**src/rtl/console_pkg.sv**
```systemverilog
// Shared definitions for the console text writer: control codes, FSM states,
// reset attribute and the logical-to-physical cell address mapping.
package console_pkg;

    localparam logic [7:0] CHR_BS    = 8'h08;
    localparam logic [7:0] CHR_LF    = 8'h0A;
    localparam logic [7:0] CHR_FF    = 8'h0C;
    localparam logic [7:0] CHR_CR    = 8'h0D;
    localparam logic [7:0] CHR_ESC   = 8'h1B;
    localparam logic [7:0] CHR_SPACE = 8'h20;

    // Light grey on black, no blink.
    localparam logic [7:0] DEFAULT_ATTR = 8'h07;

    typedef enum logic [1:0] {
        IDLE,
        ESC,
        CLEAR_LINE,
        CLEAR_SCREEN
    } state_e;

    // Screen row -> buffer row via the circular top pointer. top and row are
    // both < rows, so one conditional subtract replaces the modulo.
    function automatic int phys_addr(input int top, input int row, input int col,
                                     input int cols, input int rows);
        int pr;
        pr = top + row;
        if (pr >= rows) pr = pr - rows;
        return pr * cols + col;
    endfunction

endpackage

```
**src/rtl/console_writer.sv**
```systemverilog
// Byte-stream terminal front end: interprets printable bytes and a small
// control-code set, tracks cursor/attribute/scroll and emits one
// {attr, char} cell write per cycle into the text buffer.
module console_writer #(
    parameter int         COLS         = 80,
    parameter int         ROWS         = 25,
    parameter logic [7:0] DEFAULT_ATTR = console_pkg::DEFAULT_ATTR,
    parameter int         ADDR_W       = 11,
    localparam int        CW           = $clog2(COLS),
    localparam int        RW           = $clog2(ROWS)
) (
    input  logic              clk_pixel,
    input  logic              reset_n,
    input  logic              in_valid,
    output logic              in_ready,
    input  logic [7:0]        in_byte,
    output logic              wr_en,
    output logic [ADDR_W-1:0] wr_addr,
    output logic [15:0]       wr_data,
    output logic [CW-1:0]     cursor_col,
    output logic [RW-1:0]     cursor_row,
    output logic [RW-1:0]     top_row,
    output logic [7:0]        attr
);
    import console_pkg::*;

    // Counter must reach COLS*ROWS itself: that value is the "done" marker
    // that holds in_ready low for one cycle past the last clear write.
    localparam int                CNT_W      = $clog2(COLS * ROWS + 1);
    localparam logic [CNT_W-1:0]  SCR_CELLS  = CNT_W'(COLS * ROWS);
    localparam logic [CNT_W-1:0]  LINE_CELLS = CNT_W'(COLS);
    localparam logic [CW-1:0]     LAST_COL   = CW'(COLS - 1);
    localparam logic [RW-1:0]     LAST_ROW   = RW'(ROWS - 1);

    state_e              state_q, state_d;
    logic [CW-1:0]       col_q, col_d;
    logic [RW-1:0]       row_q, row_d;
    logic [RW-1:0]       top_q, top_d;
    logic [RW-1:0]       clr_q, clr_d;
    logic [7:0]          attr_q, attr_d;
    logic [CNT_W-1:0]    cnt_q, cnt_d;
    logic                wr_en_q, wr_en_d;
    logic [ADDR_W-1:0]   wr_addr_q, wr_addr_d;
    logic [15:0]         wr_data_q, wr_data_d;
    logic                newline;

    // Next-state, cursor/scroll update and write-port generation.
    always_comb begin
        state_d   = state_q;
        col_d     = col_q;
        row_d     = row_q;
        top_d     = top_q;
        clr_d     = clr_q;
        attr_d    = attr_q;
        cnt_d     = cnt_q;
        wr_en_d   = 1'b0;
        wr_addr_d = wr_addr_q;
        wr_data_d = wr_data_q;
        newline   = 1'b0;

        case (state_q)
            IDLE: begin
                if (in_valid) begin
                    if (in_byte >= CHR_SPACE) begin
                        wr_en_d   = 1'b1;
                        wr_addr_d = ADDR_W'(phys_addr(int'(top_q), int'(row_q), int'(col_q), COLS, ROWS));
                        wr_data_d = {attr_q, in_byte};
                        if (col_q == LAST_COL) begin
                            col_d   = '0;
                            newline = 1'b1;
                        end else begin
                            col_d = col_q + CW'(1);
                        end
                    end else begin
                        case (in_byte)
                            CHR_CR:  col_d = '0;
                            CHR_LF:  newline = 1'b1;
                            CHR_BS:  if (col_q != '0) col_d = col_q - CW'(1);
                            CHR_FF: begin
                                state_d = CLEAR_SCREEN;
                                top_d   = '0;
                                row_d   = '0;
                                col_d   = '0;
                                cnt_d   = '0;
                            end
                            CHR_ESC: state_d = ESC;
                            default: ;
                        endcase
                    end

                    if (newline) begin
                        if (row_q != LAST_ROW) begin
                            row_d = row_q + RW'(1);
                        end else begin
                            clr_d   = top_q;
                            top_d   = (top_q == LAST_ROW) ? '0 : top_q + RW'(1);
                            state_d = CLEAR_LINE;
                            if (wr_en_d) begin
                                // Write port busy with the character; clear starts next cycle.
                                cnt_d = '0;
                            end else begin
                                // Bare LF: first blank cell goes out in the accept cycle.
                                wr_en_d   = 1'b1;
                                wr_addr_d = ADDR_W'(phys_addr(int'(top_q), 0, 0, COLS, ROWS));
                                wr_data_d = {attr_q, CHR_SPACE};
                                cnt_d     = CNT_W'(1);
                            end
                        end
                    end
                end
            end

            ESC: begin
                if (in_valid) begin
                    attr_d  = in_byte;
                    state_d = IDLE;
                end
            end

            CLEAR_LINE: begin
                if (cnt_q == LINE_CELLS) begin
                    state_d = IDLE;
                end else begin
                    wr_en_d   = 1'b1;
                    wr_addr_d = ADDR_W'(phys_addr(int'(clr_q), 0, int'(cnt_q), COLS, ROWS));
                    wr_data_d = {attr_q, CHR_SPACE};
                    cnt_d     = cnt_q + CNT_W'(1);
                end
            end

            CLEAR_SCREEN: begin
                if (cnt_q == SCR_CELLS) begin
                    state_d = IDLE;
                end else begin
                    wr_en_d   = 1'b1;
                    wr_addr_d = ADDR_W'(cnt_q);
                    wr_data_d = {attr_q, CHR_SPACE};
                    cnt_d     = cnt_q + CNT_W'(1);
                end
            end

            default: state_d = CLEAR_SCREEN;
        endcase
    end

    // State and output registers; reset restarts a full-screen clear.
    always_ff @(posedge clk_pixel or negedge reset_n) begin
        if (!reset_n) begin
            state_q   <= CLEAR_SCREEN;
            col_q     <= '0;
            row_q     <= '0;
            top_q     <= '0;
            clr_q     <= '0;
            attr_q    <= DEFAULT_ATTR;
            cnt_q     <= '0;
            wr_en_q   <= 1'b0;
            wr_addr_q <= '0;
            wr_data_q <= '0;
        end else begin
            state_q   <= state_d;
            col_q     <= col_d;
            row_q     <= row_d;
            top_q     <= top_d;
            clr_q     <= clr_d;
            attr_q    <= attr_d;
            cnt_q     <= cnt_d;
            wr_en_q   <= wr_en_d;
            wr_addr_q <= wr_addr_d;
            wr_data_q <= wr_data_d;
        end
    end

    assign in_ready   = (state_q == IDLE) || (state_q == ESC);
    assign wr_en      = wr_en_q;
    assign wr_addr    = wr_addr_q;
    assign wr_data    = wr_data_q;
    assign cursor_col = col_q;
    assign cursor_row = row_q;
    assign top_row    = top_q;
    assign attr       = attr_q;

endmodule

```
**config.mk**
```make
export PLATFORM = sky130hd
export DESIGN_NAME = console_writer
export DESIGN_NICKNAME = d
export VERILOG_FILES = /design/src/rtl/console_pkg.sv /design/src/rtl/console_writer.sv
export SDC_FILE = /design/constraint.sdc
export NUM_CORES = 1
export LEC_CHECK = 0
export CAP_MARGIN = 20
export CORE_ASPECT_RATIO = 0.6
export CORE_MARGIN = 3
export CORE_UTILIZATION = 55
export CTS_CLUSTER_SIZE = 16
export DETAILED_ROUTE_END_ITERATION = 8
export GPL_ROUTABILITY_DRIVEN = 0
export GPL_TIMING_DRIVEN = 0
export PLACE_DENSITY = 0.79
export SETUP_SLACK_MARGIN = 0.1
export SYNTH_ARGS = -nofsm -noshare
export SYNTH_HDL_FRONTEND = slang
export SYNTH_SLANG_ARGS = --single-unit
```
**constraint.sdc**
```tcl
create_clock -name clk_pixel -period 9.1 [get_ports clk_pixel]
set_input_delay 2.275 -clock clk_pixel [delete_from_list [all_inputs] [get_ports clk_pixel]]
set_output_delay 2.275 -clock clk_pixel [all_outputs]
set_load 0.01 [all_outputs]
```
==> flow_metrics.tcl <==
set metrics [dict create \
    area_growth_pct 21.5 \
    nNetsFinal 726 \
    vias 4875 \
    gr-usage-all-layers_pct 27.6 \
    yosysSeqAreaShare_pct 34.1 \
    timing.hold.ws_ns 0.506 \
    via_per_inst 6.17 \
    grt_pass1_wl_um 23800 \
    hold_viol 0 \
    min_period_over_period_pct 61.5 \
    status "finished, final reports clean" \
    syn_area_um2 5230 \
    hp-start "wr_data[15]" \
    cp_data_arrival_time_ns 5.79 \
    slew_violations 0 \
    grt_max_degree 72 \
    grt_pass1_vias 4621 \
    synth-main-ff-cell "dfrtp_1" \
    die_w_um 132 \
    wl_um 14400 \
    dp_hpwl_um 10800 \
    min_period_ns 5.59 \
    dr.pass1.iters 5 \
    core_um2 8880 \
    final_core_util_pct 71.6 \
    grt_setup_unrepaired "false" \
    ys_warn_count 0 \
    drt_first_iter_violations 415 \
    ys_ff_latch 71 \
    worst-path-max-fanout 9 \
    avgRoutedWirePerCell_um 18.3 \
    finalSetupTns_ns 0 \
    final_cell_count_no_fill 790 \
    grt_overflow 0 \
    post_cts_resized 0 \
    clk_pin_slew_ns 0.07 \
    ctsHtreeMaxLevel 3 \
    whs_path_depth 1 \
    cts-root-buf "clkbuf_16" \
    synth-edff-count 0 \
    synth_nets 651 \
    power_uw 739 \
    post_cts_buffers 0 \
    power_per_cell_area_nw_per_um2 116 \
    setup_viol 0 \
    max_slew.worst_pin.slew_ns 0.922 \
    die_height_um 81.5 \
    drv_cap 0 \
    hold_path.class "flop to flop" \
    leakagePower_uw 0.00303 \
    pin_count 65 \
    timing_worst_setup_path_type "flop to flop" \
    cts_max_path_buffers 2 \
    cts_buffers 9 \
    internal_power_uw 567 \
    layout-drive-gt1-share_pct 8.43 \
    cts_hold_buf 0 \
    power_frac_seq_pct 42.7 \
    critPathLaunch "top_row[0]" \
    fmax_mhz 179 \
    switching_share_pct 23.2 \
    synth_cell_types 63 \
    comb_power_share_pct 3.2 \
    peakVddDrop_uv 93.5 \
    drc 0 \
    net-switching-power_uw 172 \
    antenna_found_initial 0 \
    synth.avg_cell_area_um2 8.95 \
    required_ns 9.30 \
    worstRegToRegCells 19 \
    pwr-share-clk_pct 54.1 \
    numClockSinks 71 \
    r2r-start "top_row[0]" \
    synth-async-reset-ratio_pct 100 \
    fin_worst_skew_ns 0.00757 \
    start_kind "flop" \
    place_inst 774 \
    relSlewSlack_pct 38.5 \
    initial_utilization_pct 58.9 \
    dieArea_um2 10800 \
    end_kind "flop" \
    postSynthCellCount 584 \
    clkLatencyLatePin_ns 0.34 \
    tritoncts "yes" \
    fp-row-count 26 \
    antenna_left 0 \
    io_buffers 64 \
    antenna_cells 0 \
]
==> final timing paths <==
kind / end / slack [ns]
setup / recovery: wr_addr[10] / 3.51
hold / removal: wr_data[15] / 0.51
setup reg to reg: wr_addr[10] / 3.51
hold reg to reg: wr_data[15] / 0.51
max in group asynchronous: cursor_row[4] / 6.43
min in group asynchronous: wr_en / 2.05
==> per-layer routing <==
layer / global-route usage [%] / wire, µm / vias up
met2: 42.9 / 6450 / 224
met3: 5.45 / 1150 / 31
met1: 39.7 / 6580 / 2345
met4: 7.76 / 257 / 0
li1: - / - / 2275
met5: 0 / 0 / -
==> critical path, cell delays in order (launching register included) <==
cell      delay [ns]
dfrtp_1         0.54
ha_1            0.24
inv_1           0.06
fa_1            0.42
or2b_1          0.25
a21oi_1         0.15
xor2_1          0.29
nand2_1         0.12
o21a_1          0.25
mux2i_1         0.36
ha_1            0.32
ha_1            0.24
fa_1            0.54
nand2_1         0.16
or4_1           0.54
nand4_1         0.16
nor3_1          0.08
or4_1           0.39
a21oi_1         0.23
o211ai_1        0.10
==> flip-flops by register name, summed over array words and instances, names as in the netlist <==
name / count
cnt_q: 11
wr_data: 16
cursor_col: 7
attr: 8
state_q: 2
wr_en: 1
top_row: 5
clr_q: 5
cursor_row: 5
wr_addr: 11
==> synthesized netlist by cell type (11+ instances only) <==
master    count  area (µm²)
dfrtp_1      66        1650
nand2_1      64         240
ha_1         50         626
o21ai_0      49         245
a21oi_1      45         225
nor2_1       36         135
inv_1        26        97.6
nand3_1      21         105
mux2_2       20         225
clkbuf_1     17        63.8
xnor2_1      16         140
xor2_1       11        96.3
==> through the flow <==
step / cell area (µm²) / worst slack (ns)
after CTS: 6350 / 3.57
after detailed placement: 6020 / 3.61
after global placement: 6030 / 3.29
after floorplan: 5230 / 4.18
after global routing: 6350 / 3.18
final: 6350 / 3.51
==> placed cells by master, fill, tap and decap left out, drive strengths merged, types with 10 or more instances in the layout <==
master,instances
nor3,10
dfrtp,66
a31oi,10
o21ai,53
nand3,22
mux2,20
inv,28
a21oi,45
xor2,12
xnor2,16
clkdlybuf4s50,63
ha,50
clkbuf,26
nand2,64
nor2,36
==> cell families (layout without fill, tap and decap cells) <==
logic type      count (synthesis)  after routing  synth area share [%]
fa+ha+maj                      56             56                  14.3
mux                            27             27                  5.65
simple gates                  183            183                  17.0
xor+xnor                       28             28                  4.83
flops                          71             71                  34.1
buf+inv                        46            126                  3.37
compound gates                173            173                  20.7
==> power by group through the flow <==
stage	registers, µW	logic (µW)	clock network (µW)
3_5_place_dp	322	23.4	0
2_1_floorplan	322	7.86	0
6_report	316	23.7	399
3_3_place_gp	322	23.1	0
4_1_cts	316	23.6	398
5_1_grt	316	26.3	415
==> cell type report <==
class	count	area, µm²
fillers	670	2530
repair buffers	64	638
multi-input cells	467	3270
plain buffers	20	78.8
well taps	126	158
flip-flops and latches	71	1780
clock inverters	7	105
clock buffers	9	225
inverters	26	97.6
No activity file was read; power rests on OpenSTA's default activity.
